===== config.mk =====
export PLATFORM = sky130hd
export DESIGN_NAME = mem_bus_ctrl_flat
export DESIGN_NICKNAME = d
export VERILOG_FILES = /design/src/rtl/mem_bus_pkg.sv /design/src/rtl/mem_bus_if.sv /design/src/rtl/mem_region_decode.sv /design/src/rtl/mem_bus_ctrl.sv /design/src/flat_wrapper.sv
export SDC_FILE = /design/constraint.sdc
export NUM_CORES = 1
export LEC_CHECK = 0
export ABC_AREA = 1
export BUFFER_PORTS_ARGS = -buffer_cell sky130_fd_sc_hd__buf_2
export CORE_ASPECT_RATIO = 1.1
export CORE_UTILIZATION = 35
export CTS_BUF_LIST = sky130_fd_sc_hd__clkbuf_16
export DETAILED_ROUTE_END_ITERATION = 6
export SKIP_CTS_REPAIR_TIMING = 1
export SKIP_LAST_GASP = 1
export SYNTH_ARGS = -nofsm -noshare
export SYNTH_HDL_FRONTEND = slang
export SYNTH_SLANG_ARGS = --single-unit

===== constraint.sdc =====
create_clock -name clk -period 2.01 [get_ports clk]
set_input_delay 0.402 -clock clk [delete_from_list [all_inputs] [get_ports clk]]
set_output_delay 0.402 -clock clk [all_outputs]
set_load 0.02 [all_outputs]

===== src/rtl/mem_bus_pkg.sv =====
// Shared types and default region map for the memory-bus controller.
package mem_bus_pkg;

  typedef enum logic [2:0] {
    ST_IDLE,
    ST_ACCESS,
    ST_WAIT,
    ST_RESP,
    ST_ERR
  } state_e;

  typedef enum logic [1:0] {
    FC_NONE     = 2'b00,
    FC_UNMAPPED = 2'b01,
    FC_RO_WRITE = 2'b10,
    FC_TIMEOUT  = 2'b11
  } fault_e;

  localparam int DEF_ADDR_W = 11;
  localparam int DEF_N_REG  = 6;

  localparam logic [DEF_ADDR_W-1:0] FLASH_BASE = 11'h400;
  localparam logic [DEF_ADDR_W-1:0] SRAM_BASE  = 11'h410;
  localparam logic [DEF_ADDR_W-1:0] UART_BASE  = 11'h450;
  localparam logic [DEF_ADDR_W-1:0] TIM1_BASE  = 11'h459;
  localparam logic [DEF_ADDR_W-1:0] TIM6_BASE  = 11'h469;
  localparam logic [DEF_ADDR_W-1:0] GPIO_BASE  = 11'h470;
  localparam logic [DEF_ADDR_W-1:0] MAP_END    = 11'h480;

  // Region i lives in bits [i*ADDR_W +: ADDR_W]; limits are exclusive.
  localparam logic [DEF_N_REG*DEF_ADDR_W-1:0] DEF_REG_BASE =
    {GPIO_BASE, TIM6_BASE, TIM1_BASE, UART_BASE, SRAM_BASE, FLASH_BASE};
  localparam logic [DEF_N_REG*DEF_ADDR_W-1:0] DEF_REG_LIMIT =
    {MAP_END, GPIO_BASE, TIM6_BASE, TIM1_BASE, UART_BASE, SRAM_BASE};

  function automatic logic [7:0] sat_inc8(input logic [7:0] v);
    return (v == 8'hFF) ? v : v + 8'd1;
  endfunction

endpackage


===== src/rtl/mem_bus_if.sv =====
// Core-side request/response handshake of the memory-bus controller.
interface mem_bus_if #(
  parameter int ADDR_W = 11,
  parameter int DATA_W = 32
);
  logic              m_req;
  logic              m_we;
  logic [ADDR_W-1:0] m_addr;
  logic [DATA_W-1:0] m_wdata;
  logic              m_ready;
  logic              m_done;
  logic              m_err;
  logic [DATA_W-1:0] m_rdata;

  modport master (
    output m_req, m_we, m_addr, m_wdata,
    input  m_ready, m_done, m_err, m_rdata
  );

  modport slave (
    input  m_req, m_we, m_addr, m_wdata,
    output m_ready, m_done, m_err, m_rdata
  );
endinterface


===== src/rtl/mem_region_decode.sv =====
// Combinational priority decoder: address -> region hit, one-hot select,
// region-relative offset and read-only flag. Lowest index wins on overlap.
module mem_region_decode #(
  parameter int                        ADDR_W    = 11,
  parameter int                        N_REG     = 6,
  parameter logic [N_REG*ADDR_W-1:0]   REG_BASE  = '0,
  parameter logic [N_REG*ADDR_W-1:0]   REG_LIMIT = '0,
  parameter logic [N_REG-1:0]          REG_RO    = '0
) (
  input  logic [ADDR_W-1:0] addr_i,
  output logic              hit_o,
  output logic [N_REG-1:0]  sel_o,
  output logic [ADDR_W-1:0] offset_o,
  output logic              ro_o
);

  always_comb begin
    hit_o    = 1'b0;
    sel_o    = '0;
    offset_o = '0;
    ro_o     = 1'b0;
    // Walk from the top so the lowest matching index overwrites last.
    for (int i = N_REG - 1; i >= 0; i--) begin
      if ((addr_i >= REG_BASE[i*ADDR_W +: ADDR_W]) &&
          (addr_i <  REG_LIMIT[i*ADDR_W +: ADDR_W])) begin
        hit_o    = 1'b1;
        sel_o    = '0;
        sel_o[i] = 1'b1;
        offset_o = addr_i - REG_BASE[i*ADDR_W +: ADDR_W];
        ro_o     = REG_RO[i];
      end
    end
  end

endmodule


===== src/rtl/mem_bus_ctrl.sv =====
// Memory-bus controller: decode, single-cycle slave enable, bounded ack wait,
// read data return and sticky fault recording.
//   state  | meaning
//   IDLE   | ready for a request; decode and accept or fault
//   ACCESS | s_en pulse to selected slave; zero-wait ack sampled
//   WAIT   | waiting for ack, timer running toward TIMEOUT
//   RESP   | good completion pulse (m_done, m_err=0)
//   ERR    | faulted completion pulse (m_done, m_err=1)
module mem_bus_ctrl
  import mem_bus_pkg::*;
#(
  parameter int                      ADDR_W    = 11,
  parameter int                      DATA_W    = 32,
  parameter int                      N_REG     = 6,
  parameter logic [N_REG*ADDR_W-1:0] REG_BASE  = DEF_REG_BASE,
  parameter logic [N_REG*ADDR_W-1:0] REG_LIMIT = DEF_REG_LIMIT,
  parameter logic [N_REG-1:0]        REG_RO    = '0,
  parameter int                      TIMEOUT   = 15
) (
  input  logic                      clk,
  input  logic                      rst,
  mem_bus_if.slave                  mbus,
  output logic [N_REG-1:0]          s_en,
  output logic                      s_we,
  output logic [ADDR_W-1:0]         s_addr,
  output logic [DATA_W-1:0]         s_wdata,
  input  logic [N_REG-1:0]          s_ack,
  input  logic [N_REG*DATA_W-1:0]   s_rdata,
  output logic [1:0]                fault_cause,
  output logic [ADDR_W-1:0]         fault_addr,
  output logic [7:0]                fault_cnt,
  input  logic                      fault_clr
);

  localparam int TW = (TIMEOUT > 1) ? $clog2(TIMEOUT) : 1;

  state_e              state_q;
  logic                ready_q, done_q, err_q;
  logic [DATA_W-1:0]   rdata_q;
  logic [N_REG-1:0]    sel_q, s_en_q;
  logic                we_q;
  logic [ADDR_W-1:0]   addr_q, s_addr_q;
  logic [DATA_W-1:0]   s_wdata_q;
  logic [TW-1:0]       timer_q;
  fault_e              fault_cause_q;
  logic [ADDR_W-1:0]   fault_addr_q;
  logic [7:0]          fault_cnt_q;

  logic                dec_hit, dec_ro;
  logic [N_REG-1:0]    dec_sel;
  logic [ADDR_W-1:0]   dec_off;
  logic                ack_d;
  logic [DATA_W-1:0]   rdata_d;
  logic [7:0]          fault_cnt_d;

  mem_region_decode #(
    .ADDR_W   (ADDR_W),
    .N_REG    (N_REG),
    .REG_BASE (REG_BASE),
    .REG_LIMIT(REG_LIMIT),
    .REG_RO   (REG_RO)
  ) u_decode (
    .addr_i  (mbus.m_addr),
    .hit_o   (dec_hit),
    .sel_o   (dec_sel),
    .offset_o(dec_off),
    .ro_o    (dec_ro)
  );

  always_comb begin
    ack_d   = |(s_ack & sel_q);
    rdata_d = '0;
    for (int i = 0; i < N_REG; i++) begin
      if (sel_q[i]) rdata_d = s_rdata[i*DATA_W +: DATA_W];
    end
    // A clear in the same cycle as a new fault restarts the count at one.
    fault_cnt_d = fault_clr ? 8'd1 : sat_inc8(fault_cnt_q);
  end

  always_ff @(posedge clk or negedge rst) begin
    if (!rst) begin
      state_q       <= ST_IDLE;
      ready_q       <= 1'b1;
      done_q        <= 1'b0;
      err_q         <= 1'b0;
      rdata_q       <= '0;
      sel_q         <= '0;
      s_en_q        <= '0;
      we_q          <= 1'b0;
      addr_q        <= '0;
      s_addr_q      <= '0;
      s_wdata_q     <= '0;
      timer_q       <= '0;
      fault_cause_q <= FC_NONE;
      fault_addr_q  <= '0;
      fault_cnt_q   <= '0;
    end else begin
      done_q <= 1'b0;
      err_q  <= 1'b0;
      s_en_q <= '0;
      // The fault just recorded on entry to ERR must survive a clear.
      if (fault_clr && state_q != ST_ERR) begin
        fault_cause_q <= FC_NONE;
        fault_addr_q  <= '0;
        fault_cnt_q   <= '0;
      end
      case (state_q)
        ST_IDLE: begin
          if (mbus.m_req) begin
            ready_q <= 1'b0;
            addr_q  <= mbus.m_addr;
            if (!dec_hit || (dec_ro && mbus.m_we)) begin
              state_q       <= ST_ERR;
              done_q        <= 1'b1;
              err_q         <= 1'b1;
              fault_cause_q <= !dec_hit ? FC_UNMAPPED : FC_RO_WRITE;
              fault_addr_q  <= mbus.m_addr;
              fault_cnt_q   <= fault_cnt_d;
            end else begin
              state_q   <= ST_ACCESS;
              sel_q     <= dec_sel;
              s_en_q    <= dec_sel;
              we_q      <= mbus.m_we;
              s_addr_q  <= dec_off;
              s_wdata_q <= mbus.m_wdata;
            end
          end
        end
        ST_ACCESS, ST_WAIT: begin
          if (ack_d) begin
            state_q <= ST_RESP;
            done_q  <= 1'b1;
            if (!we_q) rdata_q <= rdata_d;
          end else if (state_q == ST_ACCESS) begin
            state_q <= ST_WAIT;
            timer_q <= '0;
          end else if (timer_q == TW'(TIMEOUT - 1)) begin
            state_q       <= ST_ERR;
            done_q        <= 1'b1;
            err_q         <= 1'b1;
            fault_cause_q <= FC_TIMEOUT;
            fault_addr_q  <= addr_q;
            fault_cnt_q   <= fault_cnt_d;
          end else begin
            timer_q <= timer_q + TW'(1);
          end
        end
        ST_RESP, ST_ERR: begin
          state_q <= ST_IDLE;
          ready_q <= 1'b1;
        end
        default: begin
          state_q <= ST_IDLE;
          ready_q <= 1'b1;
        end
      endcase
    end
  end

  assign mbus.m_ready = ready_q;
  assign mbus.m_done  = done_q;
  assign mbus.m_err   = err_q;
  assign mbus.m_rdata = rdata_q;
  assign s_en         = s_en_q;
  assign s_we         = we_q;
  assign s_addr       = s_addr_q;
  assign s_wdata      = s_wdata_q;
  assign fault_cause  = fault_cause_q;
  assign fault_addr   = fault_addr_q;
  assign fault_cnt    = fault_cnt_q;

endmodule


===== src/flat_wrapper.sv =====
// flat-port wrapper written by rule: the top's interface ports become plain ports
module mem_bus_ctrl_flat import mem_bus_pkg::*;
#(
  parameter int                      ADDR_W    = 11,
  parameter int                      DATA_W    = 32,
  parameter int                      N_REG     = 6,
  parameter logic [N_REG*ADDR_W-1:0] REG_BASE  = DEF_REG_BASE,
  parameter logic [N_REG*ADDR_W-1:0] REG_LIMIT = DEF_REG_LIMIT,
  parameter logic [N_REG-1:0]        REG_RO    = '0,
  parameter int                      TIMEOUT   = 15
)
  (clk, rst, s_en, s_we, s_addr, s_wdata, s_ack, s_rdata, fault_cause, fault_addr, fault_cnt, fault_clr, mbus_m_req, mbus_m_we, mbus_m_addr, mbus_m_wdata, mbus_m_ready, mbus_m_done, mbus_m_err, mbus_m_rdata);
  mem_bus_if #(.ADDR_W(ADDR_W), .DATA_W(DATA_W)) mbus_i ();
  input  logic clk;
  input  logic rst;
  output logic [N_REG-1:0] s_en;
  output logic s_we;
  output logic [ADDR_W-1:0] s_addr;
  output logic [DATA_W-1:0] s_wdata;
  input  logic [N_REG-1:0] s_ack;
  input  logic [N_REG*DATA_W-1:0] s_rdata;
  output logic [1:0] fault_cause;
  output logic [ADDR_W-1:0] fault_addr;
  output logic [7:0] fault_cnt;
  input  logic fault_clr;
  input wire logic [$bits(mbus_i.m_req)-1:0] mbus_m_req;
  input wire logic [$bits(mbus_i.m_we)-1:0] mbus_m_we;
  input wire logic [$bits(mbus_i.m_addr)-1:0] mbus_m_addr;
  input wire logic [$bits(mbus_i.m_wdata)-1:0] mbus_m_wdata;
  output wire logic [$bits(mbus_i.m_ready)-1:0] mbus_m_ready;
  output wire logic [$bits(mbus_i.m_done)-1:0] mbus_m_done;
  output wire logic [$bits(mbus_i.m_err)-1:0] mbus_m_err;
  output wire logic [$bits(mbus_i.m_rdata)-1:0] mbus_m_rdata;
  assign mbus_i.m_req = mbus_m_req;
  assign mbus_i.m_we = mbus_m_we;
  assign mbus_i.m_addr = mbus_m_addr;
  assign mbus_i.m_wdata = mbus_m_wdata;
  assign mbus_m_ready = mbus_i.m_ready;
  assign mbus_m_done = mbus_i.m_done;
  assign mbus_m_err = mbus_i.m_err;
  assign mbus_m_rdata = mbus_i.m_rdata;
  mem_bus_ctrl #(.ADDR_W(ADDR_W), .DATA_W(DATA_W), .N_REG(N_REG), .REG_BASE(REG_BASE), .REG_LIMIT(REG_LIMIT), .REG_RO(REG_RO), .TIMEOUT(TIMEOUT)) u_core (.clk(clk), .rst(rst), .mbus(mbus_i), .s_en(s_en), .s_we(s_we), .s_addr(s_addr), .s_wdata(s_wdata), .s_ack(s_ack), .s_rdata(s_rdata), .fault_cause(fault_cause), .fault_addr(fault_addr), .fault_cnt(fault_cnt), .fault_clr(fault_clr));
endmodule

==> impl_metrics.toml, run 1 <==
[status]
status = "complete, no violations"

[synthesis]
ys_ff_latch = 130
synth_edf_count = 0
syn_area_um2 = 7690
yosysSeqAreaShare_pct = 42.32
synth_common_cells = "nand2_1 (357), dfrtp_1 (129), a21oi_1 (103), nor2_1 (75), nand3_1 (73)"
synthTopCellsByArea = "dfrtp_1 (42%), nand2_1 (17%), o211ai_1 (6.9%), a21oi_1 (6.7%), nand3_1 (4.8%)"
yosys.area.top_type = "dfrtp_1"
synth_flop_cell = "dfrtp_1"
synth_cell_types = 38
ys_async_sr_fraction_pct = 100.0
yosysMostFrequentCell = "nand2_1"
synth_top_area_share_pct = 41.98
yosysWarnings = 0
synthesis.nets = 1306
avgSynthCellArea_um2 = 7.331
syn_inst = 1049

[power]
power_density_nw_per_um2 = 1398
power_frac_comb_pct = 49.1
netSwitchingPower_mw = 6.826
clkPwrFrac_pct = 21.6
internal_power_mw = 8.045
seq_power_share_pct = 29.3
sw_frac_of_total_pct = 45.90
power.leakage_nw = 5.606
vdd_drop_max_mv = 0.7577

[cts]
cts_root_buf = "clkbuf_16"
cts.sinks = 130
cts_max_path_buffers = 2
clock_latency_ns = 0.42
cts_tree = "done"
cts.clk_slew.worst_paths_ns = 0.07
numCtsBuffers = 17
htreeDepth = 4

[routing]
route.detailed.drc = 0
viasPerCell = 4.962
dr.pass1.iters = 5
num_vias = 8544
first_iter_violations = 534
ant_nets = 0
routedWlPerCell_um = 17.77
routed_wl_um = 30600

[grt]
antenna_found_initial = 15
grt_pass1_wl_um = 44580
grt_util_all_layers_pct = 26.47
met2_usage_pct = 41.88
use_met3_pct = 6.024
overflow = 0
grt_max_degree = 66
met1_usage_pct = 34.33
first_global_vias = 7916
top_usage_layer = "met2"

[critical_path]
cp-start-kind = "flip-flop"
path_delay_family = "simple AND/OR/NAND/NOR gates"
path_class = "reg2reg"
critPathMaxStageDelay_ns = 0.43
cp_max_fo = 6
r2r_slack_ns = 0.12
required_ns = 2.34
critPathCaptureType = "flip-flop"
r2r_cells = 10
crit_chain = "nor2_4 -> inv_2 -> nor2_4 -> inv_1 -> nor2_1 -> inv_2 -> nor2_2 -> buf_4 -> nand2_1 -> o211ai_1"
crit-reg2reg-launch = "u_core.state_q[1]$_DFFE_PN0P_"
critPathBufInv = 4
worstReg2RegEnd = "u_core.fault_addr[0]$_DFF_PN0_"
slowest_stage = "dfrtp_1"
cp.arrival_ns = 2.22

[cells_and_area]
drive_gt1_share_pct = 33.22
fill_cells = 2226
fin_nets = 1662
fin_cells = 1722
area_growth_pct = 38.32

[timing]
slew_headroom_pct = 69.15
layout_min_cycle_time_ns = 1.891
clock-skew-final_ns = 0.01291
hold_violations = 0
rsz0062_at_grt = "false"
fin_crit_sh_pct = 94.07
fmax_mhz = 528.9
fin_tns_setup_ns = 0
worstMarginPinSlew_ns = 0.4628
setup_violations = 0
finalMaxSlewViolations = 0

[flow_run]
cap_violations = 0

[min_path]
hold_class = "in2reg"
min_from = "mbus_m_wdata[17]"
hold_path_depth = 3
hold_end = "u_core.s_wdata[17]$_DFFE_PN0P_"

[die]
ios = 352
die_width_um = 143.3
fp.dieH_um = 157.5
dieArea_um2 = 22570
start_util_pct = 35.87
core_area_um2 = 21440
num_rows = 56

[place]
dpl.hpwl_um = 23110
dpl.cell_count = 1675
gp_congestion = 0.9115
port_buffers = 351
flip-flops by register name, summed over array words and instances, names as in the netlist:
signal / cells
u_core.s_we: 1
u_core.mbus.m_ready: 1
u_core.fault_cause: 2
u_core.s_addr: 11
u_core.fault_addr: 11
u_core.state_q: 3
u_core.timer_q: 4
u_core.mbus.m_rdata: 32
u_core.mbus.m_err: 1
u_core.sel_q: 6
u_core.mbus.m_done: 1
u_core.s_wdata: 32
u_core.addr_q: 11
u_core.fault_cnt: 8
u_core.s_en: 6
cells by family after synthesis:
group | Yosys count | share of synthesized area, %
AND/OR/NAND/NOR | 547 | 30.36
AO/OA/AOI/OAI | 227 | 17.57
flip-flops | 130 | 42.32
buffers and inverters | 126 | 7.045
adder cells (fa/ha/maj) | 11 | 1.790
XOR/XNOR | 8 | 0.9112
routing by layer:
| metal | up-vias | routed length [um] |
|---|---|---|
| li1 | 4200 | - |
| met1 | 3972 | 12930 |
| met2 | 326 | 14680 |
| met3 | 44 | 2183 |
| met4 | 2 | 796 |
| met5 | - | 13 |
cell type report:
| type | instances | area (um2) | area share (%) |
|---|---|---|---|
| multi-input cells | 793 | 3901 | 36.68 |
| flip-flops and latches | 130 | 3254 | 30.60 |
| repair buffers | 397 | 2236 | 21.02 |
| clock buffers | 17 | 425.4 | 4.000 |
| well taps | 290 | 362.8 | 3.411 |
| inverters | 66 | 252.7 | 2.376 |
| clock inverters | 15 | 168.9 | 1.588 |
| diodes | 14 | 35.03 | 0.3294 |
worst max-delay path by stage:
stage	from	to	cells past startpoint
after floorplan	mbus_m_addr[5]	u_core.s_addr[3]$_DFFE_PN0P_	12
after global placement	mbus_m_addr[5]	u_core.s_en[1]$_DFF_PN0_	10
after detailed placement	mbus_m_addr[8]	u_core.s_addr[10]$_DFFE_PN0P_	11
after CTS	u_core.state_q[1]$_DFFE_PN0P_	u_core.fault_cnt[4]$_DFF_PN0_	10
after global routing	u_core.timer_q[0]$_DFFE_PN0P_	u_core.fault_cnt[0]$_DFF_PN0_	10
final	u_core.state_q[1]$_DFFE_PN0P_	u_core.fault_addr[0]$_DFF_PN0_	10
cell usage in the layout, fill, tap and decap left out, drive strengths merged, types with 9 or more instances in the layout:
cell type | synthesis | final
buf | 29 | 396
nand2 | 367 | 367
dfrtp | 129 | 129
a21oi | 106 | 106
nor2 | 90 | 90
nand3 | 74 | 74
inv | 65 | 74
o211ai | 71 | 71
o21ai | 41 | 41
clkbuf | 31 | 17
diode | 0 | 14
ha | 11 | 11
nand4 | 9 | 9
worst register-to-register path, stage by stage, from the launching register on:
cell and delay [ns]:
dfrtp_1 0.43, nor2_4 0.18, inv_2 0.06, nor2_4 0.16
inv_1 0.06, nor2_1 0.27, inv_2 0.17, nor2_2 0.16
buf_4 0.17, nand2_1 0.06, o211ai_1 0.09
through the flow:
stage / area [um2] / hold slack [ns] / power (mW) / utilization (%) / worst slack (ns)
6_report: 10640 / 0.1717 / 14.87 / 49.61 / 0.1191
5_1_grt: 10640 / 0.1592 / 15.88 / 49.61 / 0.007038
4_1_cts: 10590 / -0.08414 / 14.96 / 49.40 / 0.1365
3_5_place_dp: 9997 / 0.3630 / 11.67 / 46.63 / 0.03969
3_3_place_gp: 9997 / 0.3666 / 11.60 / 46.63 / 0.08035
2_1_floorplan: 7690 / 0.1064 / 9.006 / - / 0.2877
power by group through the flow:
| stage | Clock (mW) | Sequential, mW | Combinational [mW] |
|---|---|---|---|
| after floorplan | 0 | 5.32 | 3.69 |
| after global placement | 0 | 4.37 | 7.23 |
| after detailed placement | 0 | 4.37 | 7.29 |
| after CTS | 3.29 | 4.35 | 7.32 |
| after global routing | 3.41 | 4.47 | 8.00 |
| final | 3.22 | 4.36 | 7.30 |
Note: power is estimated with default switching activity, not from simulation.
==> run 2: changes to the inputs <==
--- a/config.mk
+++ b/config.mk
@@ -15,4 +15,5 @@
 export SKIP_LAST_GASP = 1
 export SYNTH_ARGS = -nofsm -noshare
 export SYNTH_HDL_FRONTEND = slang
+export SYNTH_HIERARCHICAL = 1
 export SYNTH_SLANG_ARGS = --single-unit
==> run 2 against run 1 <==
Net effect:
- critical path depth grew 3
- clock skew shrank 0.0011 ns
- first-iteration DRC count shrank 25%
- core utilization shrank 0.92 points
==> impl_metrics.toml, run 2 <==
[place]
dpl.hpwl_um = 22840
port_buffers = 351
dpl_cell_area_um2 = 11020
gp_congestion = 0.9404
dpl.cell_count = 1828

[min_path]
hold_end = "u_core/s_wdata[0]$_DFFE_PN0P_"
min_from = "mbus_m_wdata[0]"
hold_path_depth = 2
hold_class = "in2reg"

[grt]
grt_pass1_wl_um = 45090
first_global_vias = 8342
overflow = 0
grt_util_all_layers_pct = 23.11
antenna_found_initial = 1
grt_max_degree = 51

[timing]
worst_hold_slack_ns = 0.2153
slew_headroom_pct = 60.21
hold_violations = 0
fin_crit_sh_pct = 86.68
layout_min_cycle_time_ns = 1.742
setup_violations = 0
worstMarginPinSlew_ns = 0.5960
finalMaxSlewViolations = 0
fmax_mhz = 574.0
rsz0062_at_grt = "false"
clock-skew-final_ns = 0.01185

[routing]
num_vias = 8972
routedWlPerCell_um = 15.87
first_iter_violations = 403
dr.pass1.iters = 5
viasPerCell = 4.818
route.detailed.drc = 0
ant_nets = 0
routed_wl_um = 29550

[status]
status = "complete, no violations"

[critical_path]
r2r_cells = 7
crit-reg2reg-launch = "u_core/state_q[0]$_DFFE_PN0P_"
r2r_slack_ns = 0.31
cp_max_fo = 4
critPathCaptureType = "flip-flop"
cp-start-kind = "input pin"
worstReg2RegEnd = "u_core/fault_addr[8]$_DFF_PN0_"
path_class = "in2reg"
cp.arrival_ns = 2.03
required_ns = 2.30

[die]
core_area_um2 = 23920
dieArea_um2 = 25190
fp.dieH_um = 166.4
ios = 352
num_rows = 59
die_width_um = 151.4
start_util_pct = 35.94

[cts]
clock_latency_ns = 0.41
cts_root_buf = "clkbuf_16"
numCtsBuffers = 17
htreeDepth = 4
cts_max_path_buffers = 2
cts.clk_slew.worst_paths_ns = 0.07
cts.sinks = 130
cts_tree = "done"

[synthesis]
avgSynthCellArea_um2 = 7.404
syn_inst = 1161
yosysWarnings = 6
synth_common_cells = "nand2_1 (420), nand3_1 (131), dfrtp_1 (129), nor2_1 (74), a21oi_1 (72)"
synth_edf_count = 0
synthTopCellsByArea = "dfrtp_1 (38%), nand2_1 (18%), nand3_1 (7.6%), mux2_4 (4.7%), a21oi_1 (4.2%)"
synth_cell_types = 45
syn_area_um2 = 8596
yosysMostFrequentCell = "nand2_1"
ys_ff_latch = 130
ys_async_sr_fraction_pct = 100.0
synth_top_area_share_pct = 37.55
yosys.area.top_type = "dfrtp_1"
synth_flop_cell = "dfrtp_1"
yosysSeqAreaShare_pct = 37.86

[cells_and_area]
drive_gt1_share_pct = 37.47
layout_commonest_cell = "nand2_1"
area_growth_pct = 35.49
fin_cells = 1862
fin_area_um2 = 11650
final_cell_mix = "nand2_1 (420), buf_2 (350), nand3_1 (131), dfrtp_1 (129), nor2_1 (74)"
fin_nets = 1800

[flow_run]
cap_violations = 0

[power]
vdd_drop_max_mv = 0.6405
power.leakage_nw = 6.477
power_density_nw_per_um2 = 1305
run 2: changes by cell type in the layout (fill, tap and decap cells not counted), moves of 18 or more:
| cell | previous run | this run |
|---|---|---|
| mux2_4 | 0 | 27 |
| o21ai_0 | 38 | 20 |
| nand2_1 | 357 | 420 |
| nor2_2 | 5 | 27 |
| buf_4 | 35 | 63 |
| or2_0 | 0 | 18 |
| a21oi_1 | 103 | 72 |
| nand3_1 | 73 | 131 |
| o211ai_1 | 71 | 0 |
run 2: critical path, cell delays in order:
cell	delay, ns
buf_2	0.13
inv_1	0.10
ha_1	0.16
nand3_1	0.07
nor2_1	0.16
nand2_1	0.11
nand2_1	0.08
nand2_1	0.11
nand2_2	0.12
nor2_4	0.05
nor2_2	0.16
o22ai_1	0.10
mux2_2	0.26
run 2: area by class of cell:
cell class	instances	area, um2
clock inverters	15	192.7
clock buffers	17	425.4
diodes	1	2.502
repair buffers	425	2446
well taps	305	381.6
inverters	62	232.7
multi-input cells	907	4711
fillers	2473	12270
flip-flops and latches	130	3254
run 2: routing by layer:
layer  wire length [um]  vias up  GRT usage [%]
met3               1813       23          3.929
met1              12830     4170          29.85
met4                417        0          5.739
li1                   -     4488              -
met5                  0        -              0
met2              14490      291          39.51
run 2: logic make-up (layout without fill, tap and decap cells):
group / Yosys count / in the layout / share of synthesized area, %
flops: 130 / 130 / 37.86
mux: 43 / 43 / 6.812
simple gates: 735 / 735 / 38.76
other cells: 1 / 4 / 0.04363
fa+ha+maj: 11 / 11 / 1.601
compound gates: 104 / 104 / 6.376
xor+xnor: 11 / 11 / 1.121
buf+inv: 126 / 519 / 7.424
run 2: how the worst max path moves through the flow:
| stage | cells past startpoint | end | from | slack [ns] |
|---|---|---|---|---|
| after detailed placement | 13 | u_core/s_addr[2]$_DFFE_PN0P_ | mbus_m_addr[1] | -0.15 |
| after CTS | 13 | u_core/s_addr[2]$_DFFE_PN0P_ | mbus_m_addr[1] | 0.28 |
| after global placement | 13 | u_core/s_addr[10]$_DFFE_PN0P_ | mbus_m_addr[5] | -0.08 |
| after global routing | 13 | u_core/s_addr[2]$_DFFE_PN0P_ | mbus_m_addr[1] | 0.08 |
| after floorplan | 12 | u_core/s_addr[8]$_DFFE_PN0P_ | mbus_m_addr[5] | 0.13 |
| final | 13 | u_core/s_addr[2]$_DFFE_PN0P_ | mbus_m_addr[1] | 0.27 |
run 2: power breakdown:
part	total (mW)	internal [mW]	switching [mW]
sequential	4.22	3.61	0.608
combinational	7.70	2.73	4.97
clock	3.27	1.99	1.28
run 2: metrics by stage:
step	util, %	setup TNS, ns	setup slack (ns)	power [mW]
floorplan	-	0	0.1270	9.477
global placement	46.06	-0.5803	-0.08360	11.87
detailed placement	46.06	-0.9607	-0.1468	11.98
CTS	48.64	0	0.2846	15.34
global route	48.69	0	0.08193	16.34
finish	48.69	0	0.2677	15.20
